$ cat src/rtl/io_bus_arbiter_pkg.sv
// Shared definitions for the two-master J1 peripheral I/O bus arbiter.
package io_bus_arbiter_pkg;

    localparam int IO_W = 16;

    // Master index constants; also the encoding of the owner / grant registers.
    localparam logic M0 = 1'b0;
    localparam logic M1 = 1'b1;

    typedef enum logic [1:0] {
        IDLE  = 2'd0,
        ISSUE = 2'd1,
        WAIT  = 2'd2,
        ACK   = 2'd3
    } state_t;

endpackage

$ cat src/rtl/io_bus_arbiter_rr_arbiter2.sv
// Two-way round-robin pick: a lone requester always wins, a tie goes to the
// master that was not granted last.
module rr_arbiter2
    import io_bus_arbiter_pkg::*;
(
    input  logic req0,
    input  logic req1,
    input  logic last_grant,
    output logic grant_valid,
    output logic grant_idx
);

    // Combinational winner selection from the current requests and grant history.
    always_comb begin
        grant_valid = req0 | req1;
        if (req0 && req1) begin
            grant_idx = ~last_grant;
        end else if (req1) begin
            grant_idx = M1;
        end else begin
            grant_idx = M0;
        end
    end

endmodule

$ cat src/rtl/io_bus_arbiter.sv
// Arbiter sharing the J1 peripheral I/O bus between the CPU-side bridge (m0)
// and the DMA/loader engine (m1). One transaction at a time: a single-cycle
// io_rd/io_wr strobe, optional read wait, then a one-cycle ack to the owner.
module io_bus_arbiter
    import io_bus_arbiter_pkg::*;
#(
    parameter int unsigned RD_LATENCY = 1
) (
    input  logic            sys_clk_i,
    input  logic            sys_rst_i,
    input  logic            m0_req,
    input  logic            m0_we,
    input  logic [IO_W-1:0] m0_addr,
    input  logic [IO_W-1:0] m0_wdata,
    output logic            m0_ack,
    output logic [IO_W-1:0] m0_rdata,
    input  logic            m1_req,
    input  logic            m1_we,
    input  logic [IO_W-1:0] m1_addr,
    input  logic [IO_W-1:0] m1_wdata,
    output logic            m1_ack,
    output logic [IO_W-1:0] m1_rdata,
    output logic            io_rd,
    output logic            io_wr,
    output logic [IO_W-1:0] io_addr,
    output logic [IO_W-1:0] io_dout,
    input  logic [IO_W-1:0] io_din,
    output logic            busy
);

    // Wait-counter preload: WAIT lasts RD_LATENCY cycles, counting down to zero.
    localparam logic [2:0] LAT_INIT = (RD_LATENCY == 0) ? 3'd0 : 3'(RD_LATENCY - 1);

    state_t     state;
    state_t     state_nxt;
    logic       owner;
    logic       we_r;
    logic       last_grant;
    logic [2:0] lat_cnt;
    logic       capture;
    logic       grant_valid;
    logic       grant_idx;

    rr_arbiter2 u_rr (
        .req0        (m0_req),
        .req1        (m1_req),
        .last_grant  (last_grant),
        .grant_valid (grant_valid),
        .grant_idx   (grant_idx)
    );

    // Next-state decode and read-data capture strobe for the transaction FSM.
    always_comb begin
        // NOTE: every output of this block gets a default first so no path leaves it unassigned (no latch).
        state_nxt = state;
        capture   = 1'b0;
        case (state)
            IDLE: begin
                if (grant_valid) state_nxt = ISSUE;
            end
            ISSUE: begin
                if (we_r) begin
                    state_nxt = ACK;
                end else if (RD_LATENCY == 0) begin
                    capture   = 1'b1;
                    state_nxt = ACK;
                end else begin
                    state_nxt = WAIT;
                end
            end
            WAIT: begin
                if (lat_cnt == 3'd0) begin
                    capture   = 1'b1;
                    state_nxt = ACK;
                end
            end
            ACK:     state_nxt = IDLE;
            default: state_nxt = IDLE;
        endcase
    end

    // Control state: FSM register, read-latency counter and round-robin history.
    always_ff @(posedge sys_clk_i) begin
        // NOTE: non-blocking assignments so every register samples pre-edge values, regardless of statement order.
        if (sys_rst_i) begin
            state      <= IDLE;
            lat_cnt    <= 3'd0;
            last_grant <= M1;
        end else begin
            state <= state_nxt;
            if (state == ISSUE) begin
                lat_cnt <= LAT_INIT;
            end else if (state == WAIT && lat_cnt != 3'd0) begin
                lat_cnt <= lat_cnt - 3'd1;
            end
            if (state == ACK) last_grant <= owner;
        end
    end

    // Datapath: latch the winner's request in IDLE, steer captured read data to the owner.
    always_ff @(posedge sys_clk_i) begin
        // NOTE: these are architectural outputs that must read 0 after reset, so they are reset like control state.
        if (sys_rst_i) begin
            owner    <= M0;
            we_r     <= 1'b0;
            io_addr  <= '0;
            io_dout  <= '0;
            m0_rdata <= '0;
            m1_rdata <= '0;
        end else begin
            if (state == IDLE && grant_valid) begin
                owner   <= grant_idx;
                we_r    <= (grant_idx == M1) ? m1_we    : m0_we;
                io_addr <= (grant_idx == M1) ? m1_addr  : m0_addr;
                io_dout <= (grant_idx == M1) ? m1_wdata : m0_wdata;
            end
            if (capture) begin
                if (owner == M1) m1_rdata <= io_din;
                else             m0_rdata <= io_din;
            end
        end
    end

    // Strobes and acks are pure decodes of the registered state, so reset clears them at once.
    assign io_wr  = (state == ISSUE) &&  we_r;
    assign io_rd  = (state == ISSUE) && !we_r;
    assign m0_ack = (state == ACK) && (owner == M0);
    assign m1_ack = (state == ACK) && (owner == M1);
    assign busy   = (state != IDLE);

endmodule
$ cat config.mk
export PLATFORM = sky130hd
export DESIGN_NAME = io_bus_arbiter
export DESIGN_NICKNAME = d
export VERILOG_FILES = /design/src/rtl/io_bus_arbiter_pkg.sv /design/src/rtl/io_bus_arbiter_rr_arbiter2.sv /design/src/rtl/io_bus_arbiter.sv
export SDC_FILE = /design/constraint.sdc
export NUM_CORES = 1
export LEC_CHECK = 0
export CAP_MARGIN = 15
export CORE_ASPECT_RATIO = 1.1
export CORE_UTILIZATION = 42
export CTS_BUF_LIST = sky130_fd_sc_hd__clkbuf_8
export CTS_CLUSTER_SIZE = 25
export DETAILED_ROUTE_END_ITERATION = 8
export GPL_ROUTABILITY_DRIVEN = 0
export PLACE_DENSITY = 0.83
export SYNTH_ARGS = -nofsm -noshare
export SYNTH_HDL_FRONTEND = slang
export SYNTH_SLANG_ARGS = --single-unit
$ cat constraint.sdc
create_clock -name sys_clk_i -period 1.75 [get_ports sys_clk_i]
set_input_delay 0.525 -clock sys_clk_i [delete_from_list [all_inputs] [get_ports sys_clk_i]]
set_output_delay 0.525 -clock sys_clk_i [all_outputs]
set_load 0.02 [all_outputs]
# Word-level counts from Yosys, hierarchy flattened
# Cells that the tools add are included.
word_totals:
  ff_bits: 72
  latch_bits: 0
  mem_bits_rw: 0
  romBits: 0
  input_bits: 86
  mem_count: 0
op_classes:
  addsub: 1
  n_mul: 0
  n_div: 0
  n_lt_le_gt_ge: 0
  n_eq_ne: 5
  shift: 0
  muxes: 11
  bitwise: 3
  n_reduce_logical: 16
op_table:
  columns: ["cell", "n"]
  rows:
  - ["2-to-1 mux 16 bit", 2]
  - ["one-hot mux 2 bit (4 select lines)", 1]
  - ["logical AND 1 bit", 7]
  - ["2-to-1 mux 1 bit", 6]
  - ["AND reduction 2 bit", 3]
  - ["equality test 2 bit, second input constant", 2]
  - ["2-to-1 mux 2 bit", 2]
  - ["inequality test 2 bit, second input constant", 2]
  - ["zero test 3 bit", 1]
  - ["nonzero test 3 bit", 1]
  - ["subtractor 3 x 1 -> 3 bit, second input constant", 1]
  - ["equality test 2 x 1 -> 1 bit, second input constant", 1]
  - ["zero test 2 bit", 1]
  - ["NOT 1 bit", 2]
  - ["nonzero test 2 bit", 1]
  - ["OR reduction 2 bit", 1]
  - ["zero test 1 bit", 1]
  - ["OR 1 bit", 1]

# Depth between registers and ports, before layout
logic_depth:
  word_depth: 4
  ltp_mapped: 8
  mapped_depth_nobuf: 5

# By module
# A second synthesis with hierarchy kept.
unflattened:
  hier_cells: 343
  hier_area_um2: 3191.8
modules_own_cells:
  columns: ["mod", "instances", "cells_per_inst", "area_per_inst_um2", "seq_area_each_um2"]
  rows:
  - ["io_bus_arbiter", 1, 341, 3178.0, 1441.4]
  - ["rr_arbiter2", 1, 2, 13.8, 0.0]

# Worst setup path after synthesis
# No wires, ideal clock.
synth_timing:
  kind: "reg2reg"
  startpoint: "register state[0]"
  endpoint: "register m1_rdata[10]"
  setup_time_ps: 132
  arrival_time_ps: 1384
  path_slack_ps: 234
  path_stages_with_launch: 9
  n_path_buf: 3
  cell_sequence: "dfxtp_1 > inv_1 > ha_1 > buf_4 > and4b_1 > buf_4 > buf_4 > nand2_1 > a21oi_1"
synth_via:
  elab_chain_cells: 3
synth_lines:
  columns: ["element", "line", "rtl"]
  rows:
  - ["start: declaration", "io_bus_arbiter.sv:34", "state_t state;"]
  - ["start signal: assignment", "io_bus_arbiter.sv:90", "state <= state_nxt;"]
  - ["equality test 2 bit", "io_bus_arbiter.sv:57", "case (state)"]
  - ["2-to-1 mux 1 bit", "io_bus_arbiter.sv:57", null]
  - ["AND reduction 2 bit (no source line)", null, null]
  - ["end signal: assignment", "io_bus_arbiter.sv:118", "if (owner == M1) m1_rdata <= io_din;"]
  - ["end: declaration", "io_bus_arbiter.sv:22", "output logic [IO_W-1:0] m1_rdata,"]
# Every way passes these cells.
# A chain may end at the register's enable or synchronous reset.

# Worst setup path after layout
layout_timing:
  startpoint: "register state[0]"
  endpoint: "output port m1_ack"
layout_via:
  elab_chain_cells: 2
layout_lines:
  columns: ["element", "line", "rtl"]
  rows:
  - ["equality test 2 bit", "io_bus_arbiter.sv:128", "assign m1_ack = (state == ACK) && (owner == M1);"]
  - ["logical AND 1 bit", "io_bus_arbiter.sv:128", null]
  - ["end: declaration", "io_bus_arbiter.sv:21", "output logic m1_ack,"]
# Every way passes these cells.

==> metrics <==
core footprint=0.00743 mm²; worst path bufs/invs=1; Fmax=584 MHz; Global Route Usage Sum=23.0%; cts hold-fix bufs=0; kind of critical path=register to output port; worst-case clock buffer depth=2; Mapped Nets=471; die height=93.6 µm; H-tree Lvls=3; CP max FO=4; wire per inst=14.9 µm; # setup viols final=0; CP max stage delay=0.37 ns; Root Driver=clkbuf_8; IO Port Bufs=154; # IOs=155; EDFF count, synth=0; Tot Pwr=6.47 mW; ys flop type=dfxtp_1; synthesis warning total=0; Reg-to-Reg End=state[0]; slowest stage cell, crit path=dfxtp_4; Cell Rows=33; CP delay by family, top=flip-flops; Worst R2R Setup Slack=0.11 ns; number of synthesized register bits=72; post-placement cell count=607; largest net degree at the start of global routing=35; final setup TNS=0 ns; Fin Hold WS=0.452 ns; Mapped Area=0.00320 mm²; PwrDens=1280 mW/mm²; Die Width=85.3 µm; Worst EP required=1.22 ns; Reg2Reg Launch Point=state[0]; grt total ovfl=0; Worst Tran Pin Value=0.443 ns; CP arrival=1.19 ns; DRT iter0 DRCs=157; crit-path cells=ha_1 -> and2_4 -> buf_6; total CTS buffers=9; area of the multi-input gates=0.00160 mm²; Yosys cell types=33; Layout area overhead=57.4%; initial antenna violation count=0; clock slew at reported path FFs=0.08 ns; Worst Min Path Start=m1_rdata[7]; vias in the first global route=3094; clk sinks=72; fin crit share=97.8%; Synth top area share=45.0%; Final #Nets=624; Syn Area/Cell=8.47 µm²; Fillers=616; Leak=2.18 nW; TritonCTS clock tree=built; largest area contributor in the netlist=dfxtp_1; Worst Hold Endpoint=m1_rdata[7]; DR vias=3190; Final Max Tran Viols=0; final cell count without fillers=623; unrepaired setup endpoints after global routing=yes; drt pass-1 iters=4; Routed Antenna Nets=0; share of post-route cells with drive strength above 1=15.1%; ys async rst share=0%; Seq/Total Area, Yosys=45.0%; drt drc=0; Hold/Removal Path Class=register to register; worst r2r path cells=6; endpoint class of the critical path=output port; synth cell count leaders=nand2_1, dfxtp_1, a21oi_1; global-route wire length before repair=14600 µm; top-count cell post-synth=nand2_1; min Tclk post-route=1.71 ns; register area=0.00145 mm²; outcome=complete, no violations; Setup crit start kind=register; clk_skew=0.0148 ns; Fin. Hold Viols=0; Post-CTS Setup Inserts=0; WHS Path Cells=2; Routed WL=9290 µm; initial core utilization=43.1%; post-synthesis cell count=378; Post-CTS Resized=93; Slew HR=69.7%; top cells by area, synth=dfxtp_1, a211oi_2, nand2_1, a21oi_1, nor2_1; DP HPWL=6640 µm; Worst VDD drop=1.01 mV; max-cap check violation count=0; Antenna diodes=0; Worst-Skew Late Latency=0.34 ns; DR vias/cell=5.12; Die ar.=0.00798 mm²
## cells by family (layout without fill, tap and decap cells)
family | count (synthesis) | in the layout | share of synthesized area (%)
AOI/OAI and AO/OA | 112 | 112 | 26.3
adders and majority gates | 7 | 7 | 2.73
buffers and inverters | 35 | 193 | 6.13
DFF | 72 | 72 | 45.0
muxes | 2 | 2 | 0.625
and+or+nand+nor | 150 | 150 | 19.2
## cell usage in the layout (no fill, tap or decap), types with 2 or more instances in the layout
cell type / count
inv_1: 7
and2_4: 2
a211o_1: 2
a211oi_1: 4
clkinvlp_4: 3
dfxtp_1: 70
dlygate4sd2_1: 64
nand2_1: 98
mux2i_1: 2
nand2b_1: 4
a211oi_2: 30
clkdlybuf4s50_1: 84
clkbuf_8: 9
ha_1: 5
a21oi_1: 68
buf_6: 2
buf_12: 8
nor2_1: 37
buf_4: 12
## worst register-to-register path, cell delays in order, from the launching register on
cell	delay, ns
dfxtp_4	0.38
inv_1	0.06
ha_1	0.20
buf_4	0.15
nor3b_1	0.16
a2111oi_0	0.46
a211oi_1	0.09
## power breakdown
group          total, mW  internal [mW]  leakage, nW  switching, mW
sequential          2.21           2.01        0.591          0.198
clock               1.25          0.646       0.0938          0.604
combinational       3.01           1.32         1.50           1.70
## how the worst max path moves through the flow
stage                   from      endpoint  slack [ns]  cells past startpoint
floorplan           state[0]  m1_rdata[10]        0.23                      8
global placement      m1_req   io_addr[13]       -0.14                      5
detailed placement    m0_req      state[0]       -0.25                      4
CTS                 state[0]        m1_ack        0.01                      3
global route        state[1]         io_wr      -0.006                      4
finish              state[0]        m1_ack        0.04                      3
## per-stage QoR
stage                     instance area, µm²  setup slack, ns  utilization, %
after floorplan                         3200            0.234               -
after global placement                  4900           -0.139            66.0
after detailed placement                4900           -0.248            66.0
after CTS                               5010          0.00952            67.4
after global routing                    5040         -0.00610            67.8
final                                   5040           0.0386            67.8
## routing by layer
layer	global-route usage, %	routed length (µm)	vias up	part of all wire, %
met5	0	0	-	0
li1	-	-	1593	-
met1	26.9	3780	1492	41
met2	41.8	4930	88	53
met4	9.58	187	0	2.0
met3	3.27	394	17	4.2
## final cells by class
cell class	count	area share [%]
Clock buffer	9	2.46
Clock inverter	7	1.29
Inverter	6	0.447
Multi-Input combinational cell	271	31.6
Sequential cell	72	28.7
Tap cell	87	2.16
Timing Repair Buffer	171	33.3
## sequential cells by signal (all words and copies together) (netlist names)
name        flops
last_grant      1
m0_rdata       16
owner           1
io_addr        16
lat_cnt         3
we_r            1
io_dout        16
m1_rdata       16
state           2
Power figures use the tool's default switching activity.
